[src/rtl/dig6_disp_arb.sv]
// Two-requester arbiter and scan scheduler for a 6-digit 7-segment display.
// Optional leading-zero blanking: define DIG6_LZB_EN.
module dig6_disp_arb #(
    parameter int SCAN_DIV    = 50000,
    parameter int HOLD_FRAMES = 16
) (
    input  logic        clk,
    input  logic        rst_n,
    input  logic [1:0]  req,
    input  logic [23:0] val0,
    input  logic [23:0] val1,
    input  logic [5:0]  dot0,
    input  logic [5:0]  dot1,
    output logic [1:0]  gnt,
    output logic [0:5]  sel,
    output logic [3:0]  dig,
    output logic        dot,
    output logic        frame_done
);
    localparam int PW = (SCAN_DIV > 1) ? $clog2(SCAN_DIV) : 1;
    localparam int HW = $clog2(HOLD_FRAMES + 1);
    localparam logic [PW-1:0] PS_MAX = PW'(SCAN_DIV - 1);
    localparam logic [HW-1:0] HOLD_LIM = HW'(HOLD_FRAMES);

    // Encoding doubles as the one-hot grant vector.
    typedef enum logic [1:0] {
        IDLE = 2'b00,
        OWN0 = 2'b01,
        OWN1 = 2'b10
    } state_t;

    logic [PW-1:0] ps_q, ps_d;
    logic [2:0]    c_q, c_d;
    state_t        state_q, state_d;
    logic          rr_q, rr_d;
    logic [HW-1:0] hold_q, hold_d;
    logic [23:0]   frame_q, frame_d;
    logic [5:0]    fdot_q, fdot_d;
    logic [5:0]    blank;
    logic          tick;
    logic          load;
    logic          lsel;

    assign tick       = (ps_q == PS_MAX);
    assign frame_done = tick && (c_q == 3'd5);
    assign gnt        = state_q;

    always_comb begin
        ps_d    = tick ? '0 : ps_q + PW'(1);
        c_d     = c_q;
        if (tick) c_d = (c_q == 3'd5) ? 3'd0 : c_q + 3'd1;
        state_d = state_q;
        rr_d    = rr_q;
        hold_d  = hold_q;
        load    = 1'b0;
        lsel    = 1'b0;
        if (frame_done) begin
            unique case (state_q)
                IDLE: begin
                    if (req != 2'b00) begin
                        lsel = (req == 2'b11) ? rr_q : req[1];
                        load = 1'b1;
                        state_d = lsel ? OWN1 : OWN0;
                        hold_d = '0;
                        rr_d = ~lsel;
                    end
                end
                OWN0, OWN1: begin
                    lsel = (state_q == OWN1);
                    if (hold_q + HW'(1) < HOLD_LIM) begin
                        load = 1'b1;
                        hold_d = hold_q + HW'(1);
                    end else if (req[~lsel]) begin
                        lsel = ~lsel;
                        load = 1'b1;
                        state_d = lsel ? OWN1 : OWN0;
                        hold_d = '0;
                        rr_d = ~lsel;
                    end else if (req[lsel]) begin
                        load = 1'b1;
                    end else begin
                        state_d = IDLE;
                    end
                end
                default: state_d = IDLE;
            endcase
        end
        frame_d = frame_q;
        fdot_d  = fdot_q;
        if (load) begin
            frame_d = lsel ? val1 : val0;
            fdot_d  = lsel ? dot1 : dot0;
        end
    end

`ifdef DIG6_LZB_EN
    logic [5:0] blank_q, blank_d;
    logic [5:0] lzb;
    logic       run;

    // A digit blanks only while every digit to its left is a bare zero.
    always_comb begin
        lzb = '0;
        run = 1'b1;
        for (int k = 0; k < 5; k++) begin
            run = run && (frame_d[23-4*k -: 4] == 4'h0) && !fdot_d[k];
            lzb[k] = run;
        end
        blank_d = load ? lzb : blank_q;
    end

    always_ff @(posedge clk or negedge rst_n) begin
        if (!rst_n) blank_q <= '0;
        else        blank_q <= blank_d;
    end

    assign blank = blank_q;
`else
    assign blank = 6'b0;
`endif

    always_comb begin
        sel = 6'b111111;
        dig = 4'h0;
        dot = 1'b0;
        if (state_q != IDLE) begin
            for (int k = 0; k < 6; k++) begin
                if (c_q == 3'(k)) begin
                    sel[k] = blank[k];
                    dig    = frame_q[23-4*k -: 4];
                    dot    = fdot_q[k];
                end
            end
        end
    end

    always_ff @(posedge clk or negedge rst_n) begin
        if (!rst_n) begin
            ps_q    <= '0;
            c_q     <= '0;
            state_q <= IDLE;
            rr_q    <= 1'b0;
            hold_q  <= '0;
            frame_q <= '0;
            fdot_q  <= '0;
        end else begin
            ps_q    <= ps_d;
            c_q     <= c_d;
            state_q <= state_d;
            rr_q    <= rr_d;
            hold_q  <= hold_d;
            frame_q <= frame_d;
            fdot_q  <= fdot_d;
        end
    end
endmodule

[config.mk]
export PLATFORM = sky130hd
export DESIGN_NAME = dig6_disp_arb
export DESIGN_NICKNAME = d
export VERILOG_FILES = /design/src/rtl/dig6_disp_arb.sv
export SDC_FILE = /design/constraint.sdc
export NUM_CORES = 1
export LEC_CHECK = 0
export ABC_CLOCK_PERIOD_IN_PS = 6700
export CAP_MARGIN = 15
export CORE_MARGIN = 8
export CORE_UTILIZATION = 40
export CTS_CLUSTER_SIZE = 20
export DETAILED_ROUTE_END_ITERATION = 16
export MAX_ROUTING_LAYER = met4
export PLACE_DENSITY_LB_ADDON = 0.05
export SYNTH_ARGS = -nofsm -noshare
export SYNTH_HDL_FRONTEND = slang
export SYNTH_SLANG_ARGS = --single-unit
[constraint.sdc]
create_clock -name clk -period 6.7 [get_ports clk]
set_input_delay 1.34 -clock clk [delete_from_list [all_inputs] [get_ports clk]]
set_output_delay 1.34 -clock clk [all_outputs]
set_load 0.01 [all_outputs]
==> results of run 1 <==
-- where the power goes --
| group | total, mW | leakage, nW | internal (mW) | switching (mW) |
|---|---|---|---|---|
| clock | 0.223 | 0.0552 | 0.111 | 0.111 |
| sequential | 0.338 | 0.768 | 0.338 | 0 |
| combinational | 0.0659 | 0.904 | 0.0388 | 0.0271 |
-- sequential cells by signal, summed over array words and instances, names as in the netlist --
name     flops
frame_q     24
ps_q        16
fdot_q       6
hold_q       4
c_q          3
gnt          2
rr_q         1
-- per-layer routing --
metal,up-vias,track usage (%)
met5,-,-
met4,0,4.44
met3,15,2.29
met2,66,29.1
met1,1553,21.6
li1,1568,-
-- path summary, 6_finish.rpt --
kind	startpoint	endpoint	slack, ns	depth (start not counted)
setup / recovery	c_q[0]$_DFFE_PN0N_	dig[1]	2.23	6
hold / removal	ps_q[15]$_DFF_PN0_	ps_q[15]$_DFF_PN0_	0.49	1
setup reg to reg	gnt[0]$_DFFE_PN0P_	frame_q[22]$_DFFE_PN0P_	3.29	6
hold reg to reg	ps_q[15]$_DFF_PN0_	ps_q[15]$_DFF_PN0_	0.49	1
max in group asynchronous	rst_n	frame_q[12]$_DFFE_PN0P_	5.06	2
min in group asynchronous	rst_n	hold_q[2]$_DFFE_PN0P_	1.15	2
-- metrics by stage --
| stage | util (%) | cell area [µm²] | hold WS (ns) | power, mW |
|---|---|---|---|---|
| after floorplan | - | 3490 | 0.444 | 0.363 |
| after global placement | 49.6 | 4260 | 0.469 | 0.411 |
| after detailed placement | 49.6 | 4260 | 0.486 | 0.411 |
| after CTS | 50.9 | 4370 | 0.503 | 0.633 |
| after global routing | 50.9 | 4370 | 0.523 | 0.653 |
| final | 50.9 | 4370 | 0.494 | 0.626 |
-- Yosys cell counts (7+ instances only) --
library cell,number,area share (%)
a221o_1,7,2.0
xnor2_1,7,1.8
o21ai_0,32,4.6
buf_2,10,1.4
a41oi_1,30,7.5
nor2_1,15,1.6
mux2i_1,12,3.4
nand3_1,37,5.3
and2_1,9,1.6
dfrtp_1,56,40
a21oi_1,7,1.0
nand2_1,24,2.6
clkbuf_1,26,2.8
a31oi_1,35,6.3
-- cell families (layout without fill, tap and decap cells) --
kind of cell | Yosys count | in the layout | share of synthesized area [%]
AO/OA/AOI/OAI | 127 | 127 | 25.0
AND/OR/NAND/NOR | 125 | 125 | 19.4
flip-flops | 56 | 56 | 40.1
buffers and inverters | 44 | 95 | 5.62
multiplexers | 16 | 16 | 4.73
XOR/XNOR | 12 | 12 | 3.01
adder cells (fa/ha/maj) | 6 | 6 | 2.15
-- area by class of cell --
cell class / count / area share [%]
clock inverters: 2 / 0.801
repair buffers: 81 / 18.2
multi-input cells: 286 / 43.7
well taps: 108 / 3.09
clock buffers: 6 / 1.66
inverters: 6 / 0.515
flip-flops and latches: 56 / 32.1
-- worst max-delay path, stage by stage, from the launching register on --
cell and delay [ns]:
dfrtp_1 0.87, and2_1 0.25, ha_1 0.42, nand2_1 0.13, a221o_1 0.31, a31oi_1 0.23
clkdlybuf4s50_1 0.60
==> reports/metrics.cfg, run 1 <==
[status]
status=completed

[routing]
wl_met3_um=223
routedWlPerCell_um=18.4
drt-met1-wl_um=4670
drt_iter0_drc=158
vias_per_cell=5.88
topRoutingLayerUsed=met4
vias=3202
wl_met2_um=4960
drtPass1Iterations=4
final_antenna_net_count=0
wl_um=10000
drc=0

[sta]
fin_tns_setup_ns=0
relSlewSlack_pct=26.7
final.period_utilization_pct=66.7
hold_violations=0
setup_viol=0
fin_ws_ns=2.23
fmax_ghz=0.224
period_needed_ns=4.47
drv_slew=0
worstMarginPinSlew_ns=1.10
grt_setup_unrepaired=no
final.setup_skew_ns=0.00872

[critical_path]
cp.arrival_ns=3.13
worstPathRequired_ns=5.36
cp-start-kind=register
criticalPathCategory=reg -> out
cp-end-kind=output port
worstPathMaxFanout=17

[cts]
clock_latency_ns=0.31
post-cts-setup-buffer-count=0
cts_buffers=5
clockBufferDepth=2
cts.htree.levels=2
cts_sinks=56
cts_tree=done
holdBufCountCts=0
clk_pin_slew_ns=0.10
cts_resized=0
cts_root_buf=clkbuf_8

[cells_and_area]
multi_input_area_um2=1910
nets=506
drive_above_1_share_pct=5.95
diodes=0
fillers=829
final_cells=545
seq_area_um2=1400
area_growth_pct=25.1
final_common_cell=clkdlybuf4s50_1
final_cell_mix=76 x clkdlybuf4s50_1, 56 x dfrtp_1, 37 x nand3_1, 35 x a31oi_1, 32 x o21ai_0

[power_and_ir_drop]
ir_worst_vdd_mv=0.0843
p_leak_nw=1.73
p_per_area_nw_per_um2=143

[logic_synthesis]
ys_seq_elements=56
syn_nets=456
yosys_warnings=0
ys.flop_type=dfrtp_1
netlist_instances=386
seq_area_frac_synth_pct=40.1
synth_area_per_cell_um2=9.05
synth_edf_count=0
async_reset_ff_share_pct=100
syn_area_um2=3490
synth_cell_types=45

[job]
drv_cap=0

[placement]
dpl.hpwl_um=6820
routabilityCongestion=0.846
port_buffers=77
pre_cts_ws_ns=2.37
dpl.cell_count=537

[global_routing]
grt.total_usage_pct=17.4
grt_pass1_wl_um=16400
grt_max_degree=57
first_global_vias=3308
grt.overflow.total=0
antenna_found_initial=0

[die]
initial_core_util_pct=40.7
die_height_um=109
row_count=34
core_um2=8590
die_w_um=109
die-area_um2=12000
ioPinCount=78

[hold_path]
hp-class=reg -> reg

No activity file was read; power rests on OpenSTA's default activity.
==> run 2: changes to the inputs <==
- ABC_CLOCK_PERIOD_IN_PS: 6700 -> 3600
- clock period: 6.7 -> 3.6 ns (I/O delays scaled with it)
==> run 2 against run 1 <==
- non-clock buffer count rose by 9
- final area rose by 1.2%
- hold slack got worse by 0.18 ns
- register-to-register slack got worse by 2.2 ns
- via count rose by 2.8%
- sequential power rose by 86%
- core utilization rose by 0.60 points
- sequential share of layout area fell by 0.37 points
- clock skew fell by 0.0010 ns
- largest power group unchanged
- highest routed layer unchanged
==> reports/metrics.cfg, run 2 (synthesized netlist as in run 1, its figures left out) <==
[global_routing]
grt_util_met2_pct=31.2
grt.overflow.total=0
antenna_found_initial=0
grt.total_usage_pct=18.2
first_global_vias=3496
use_met1_pct=22.3
grt_pass1_wl_um=17100
top_usage_layer=met2
grt_max_degree=46
use_met3_pct=1.93

[cts]
cts_tree=done
clockBufferDepth=2
cts_buffers=5
cts.htree.levels=2
cts_root_buf=clkbuf_8
cts_sinks=56
clk_pin_slew_ns=0.11
post-cts-setup-buffer-count=0
clock_latency_ns=0.31

[routing]
drtPass1Iterations=4
final_antenna_net_count=0
wl_um=10300
drc=0
vias_per_cell=5.94
drt_iter0_drc=178
routedWlPerCell_um=18.6
vias=3293

[cells_and_area]
reg_top3=frame_q x24, ps_q x16, fdot_q x6
diodes=0
regMostFlops=frame_q
drive_above_1_share_pct=8.07
fillers=804
utilization_pct=51.5
nets=515
area_growth_pct=26.6
final_common_cell=clkdlybuf4s50_1
final_cell_mix=76 x clkdlybuf4s50_1, 56 x dfrtp_1, 37 x nand3_1, 35 x a31oi_1, 32 x o21ai_0
largest_reg_flops=24

[job]
drv_cap=0

[sta]
fmax_ghz=0.303
period_needed_ns=3.31
relSlewSlack_pct=55.3
final.period_utilization_pct=91.8
setup_viol=0
final.setup_skew_ns=0.00769
drv_slew=0
grt_setup_unrepaired=no
fin_tns_setup_ns=0
worstMarginPinSlew_ns=0.670
hold_violations=0

[hold_path]
hp-class=in -> async

[status]
status=completed

[die]
initial_core_util_pct=40.7
row_count=34
core_um2=8590
die-area_um2=12000
ioPinCount=78
die_w_um=109
die_height_um=109

[critical_path]
worstPathRequired_ns=2.88
cp-end-kind=output port
worstPathMaxFanout=13
slowest_delay_ns=0.60
criticalPathCategory=reg -> out
cp_cell_sequence=and2_1 -> ha_2 -> nand2_1 -> a221o_1 -> a31oi_1 -> clkdlybuf4s50_1
cp.arrival_ns=2.59
cpMaxStageDelayCell=clkdlybuf4s50_1
cp-start-kind=register

[power_and_ir_drop]
p_per_area_nw_per_um2=251
p_leak_nw=1.76
ir_worst_vdd_mv=0.154

[placement]
port_buffers=77
dpl.hpwl_um=7490
routabilityCongestion=0.860

## run 2: through the flow
step                cell area, µm²  hold WS [ns]  total power [mW]  instances  setup slack, ns
global route                  4420         0.339              1.15        554            0.147
finish                        4420         0.317              1.11        554            0.295
floorplan                     3490         0.424             0.676        386            0.946
global placement              4330         0.461             0.768        546            0.615
CTS                           4420         0.319              1.12        554            0.208
detailed placement            4330         0.470             0.769        546            0.570
## run 2: path summary, 6_finish.rpt
kind	start	to	slack [ns]	cells past startpoint
min	rst_n	ps_q[8]$_DFF_PN0_	0.32	1
max	c_q[1]$_DFFE_PN0N_	dig[2]	0.29	6
min reg2reg	ps_q[15]$_DFF_PN0_	ps_q[15]$_DFF_PN0_	0.49	1
max in group asynchronous	rst_n	frame_q[10]$_DFFE_PN0P_	2.64	2
min in group clk	ps_q[15]$_DFF_PN0_	ps_q[15]$_DFF_PN0_	0.49	1
max reg2reg	gnt[0]$_DFFE_PN0P_	frame_q[16]$_DFFE_PN0P_	1.11	7
## run 2: final cells by class
cell class / instances / area (µm²) / share of cell area (%)
multi-input cells: 286 / 1910 / 43.2
flip-flops and latches: 56 / 1400 / 31.7
repair buffers: 90 / 863 / 19.5
well taps: 108 / 135 / 3.06
clock buffers: 6 / 72.6 / 1.64
inverters: 6 / 22.5 / 0.509
clock inverters: 2 / 16.3 / 0.368
## run 2: critical path, delay by kind of cell, from the launching register on
family          cells  cell delay (ns)
compound gates      2             0.54
fa+ha+maj           1             0.30
buf+inv             1             0.60
flops               1             0.54
simple gates        2             0.30
## run 2: metal layers
metal  wire, µm  share of wire [%]
met1       4660                 45
met3        216                2.1
met4        123                1.2
met2       5290                 51
met5          0                  0
## run 2: where the power goes
group / internal (mW) / total, mW / switching [mW]
Combinational: 0.0747 / 0.126 / 0.0512
Clock: 0.139 / 0.355 / 0.216
Sequential: 0.629 / 0.629 / 0
Total: 0.843 / 1.11 / 0.267
## run 2: what timing repair did
item	in CTS	in global routing
endpoints found under the setup margin	0	2
resized for setup	0	1
hold buffers	0	0
==> run 3: changes to the inputs <==
- ABC_CLOCK_PERIOD_IN_PS: 3600 -> 3060
- clock period: 3.6 -> 3.06 ns (I/O delays scaled with it)
==> run 3 against run 2 <==
- wire length grew 1.5%
- sequential cell count is the same
- core utilization grew 0.76 points
- clock skew grew 0.0028 ns
- hold slack gained 0.10 ns
- power grew 25%
- combinational power grew 20%
- cell count grew 0.36%
- via count grew 1.9%
- largest cell class unchanged
- highest routed layer unchanged
==> reports/metrics.cfg, run 3 (synthesized netlist as in run 1, its figures left out) <==
[global_routing]
first_global_vias=3505
grt.total_usage_pct=18.5
grt_pass1_wl_um=17300
antenna_found_initial=0
grt.overflow.total=0
grt_max_degree=57

[cells_and_area]
area_growth_pct=28.4
final_cell_mix=75 x clkdlybuf4s50_1, 56 x dfrtp_1, 37 x nand3_1, 35 x a31oi_1, 32 x o21ai_0
utilization_pct=52.2
regMostFlops=frame_q
reg_top3=frame_q x24, ps_q x16, fdot_q x6
final_area_um2=4490
largest_reg_flops=24
drive_above_1_share_pct=8.93
final_common_cell=clkdlybuf4s50_1
nets=517
final_cells=556
fillers=817
diodes=0

[placement]
routabilityCongestion=0.838
port_buffers=77
dpl.cell_count=548
dpl.hpwl_um=7180
place_area_um2=4360

[sta]
final.period_utilization_pct=96.2
relSlewSlack_pct=31.3
period_needed_ns=2.94
setup_viol=0
hold_violations=0
final.setup_skew_ns=0.0105
drv_slew=0
grt_setup_unrepaired=no
fin_tns_setup_ns=0
worstMarginPinSlew_ns=1.03
fmax_ghz=0.340

[cts]
cts.htree.levels=2
cts_buffers=5
clockBufferDepth=2
post-cts-setup-buffer-count=0
cts_tree=done
clk_pin_slew_ns=0.10
clock_latency_ns=0.32
cts_sinks=56
cts_root_buf=clkbuf_8

[power_and_ir_drop]
ir_worst_vdd_mv=0.180
seqPwrFrac_pct=53.4
combPwrFrac_pct=10.9
clkPwrFrac_pct=35.7
internal_power_mw=1.07
p_leak_nw=1.81
p_switching_uw=312
p_per_area_nw_per_um2=308
swShare_pct=22.6

[critical_path]
cp-start-kind=register
criticalPathCategory=reg -> out
cp.arrival_ns=2.33
worstPathRequired_ns=2.45
cp-end-kind=output port
worstPathMaxFanout=11

[hold_path]
hp-class=in -> async

[routing]
final_antenna_net_count=0
routedWlPerCell_um=18.8
vias=3354
wl_um=10500
drt_iter0_drc=193
drc=0
vias_per_cell=6.03
drtPass1Iterations=4

[job]
drv_cap=0

[die]
die_w_um=109
row_count=34
core_um2=8590
die-area_um2=12000
ioPinCount=78
die_height_um=109
initial_core_util_pct=40.7

[status]
status=completed

[run 3: cell types whose count changed in the layout (fill, tap and decap cells not counted), sizes merged]
cell,previous run,this run
buf,14,16
clkdlybuf4s50,76,75
dlymetal6s2s,0,1
clkbuf,6,5
bufinv,0,1
[run 3: final cells by class]
class | instances | area, µm² | area share, %
multi-input cells | 286 | 1920 | 42.8
inverters | 6 | 25.0 | 0.558
flip-flops and latches | 56 | 1400 | 31.2
clock buffers | 5 | 68.8 | 1.53
clock inverters | 3 | 42.5 | 0.948
repair buffers | 92 | 893 | 19.9
well taps | 108 | 135 | 3.01
[run 3: critical path: stages, from the launching register on]
cell	delay, ns
dfrtp_1	0.48
inv_4	0.14
ha_4	0.22
nand2_1	0.09
a221o_1	0.30
a31oi_1	0.19
clkdlybuf4s50_1	0.58
[run 3: layer usage]
layer / global-route usage, % / wire length, µm / part of all wire (%)
met5: - / 0 / 0
met1: 22.6 / 4670 / 45
met4: 6.85 / 240 / 2.3
met3: 2.46 / 276 / 2.6
met2: 30.6 / 5260 / 50
[run 3: power by group through the flow]
stage | sequential, mW | combinational (mW) | clock (mW)
floorplan | 0.754 | 0.0410 | 0
global placement | 0.754 | 0.152 | 0
detailed placement | 0.754 | 0.153 | 0
CTS | 0.740 | 0.153 | 0.514
global route | 0.740 | 0.166 | 0.541
finish | 0.739 | 0.151 | 0.494
[run 3: worst paths after layout]
check | from | end | slack (ns) | cells after the start
max | c_q[2]$_DFFE_PN0N_ | dig[1] | 0.12 | 6
min | rst_n | hold_q[1]$_DFFE_PN0P_ | 0.42 | 2
max reg2reg | gnt[0]$_DFFE_PN0P_ | fdot_q[3]$_DFFE_PN0P_ | 0.45 | 6
min reg2reg | ps_q[0]$_DFF_PN0_ | ps_q[0]$_DFF_PN0_ | 0.49 | 1
max in group asynchronous | rst_n | gnt[0]$_DFFE_PN0P_ | 2.14 | 2
min in group clk | ps_q[0]$_DFF_PN0_ | ps_q[0]$_DFF_PN0_ | 0.49 | 1
[run 3: per-stage QoR]
| step | setup WS (ns) | total power, mW | hold WS [ns] |
|---|---|---|---|
| 6_report | 0.118 | 1.38 | 0.421 |
| 5_1_grt | 0.0144 | 1.45 | 0.505 |
| 4_1_cts | 0.0885 | 1.41 | 0.463 |
| 3_5_place_dp | 0.170 | 0.907 | 0.465 |
| 3_3_place_gp | 0.250 | 0.906 | 0.465 |
| 2_1_floorplan | 0.514 | 0.795 | 0.316 |
[run 3: repair_timing]
action                                  4_1_cts  5_1_grt
endpoints found under the setup margin        5        5
hold buffers                                  0        0
endpoints found under the hold margin         0        0
gates resized for setup                       3        2
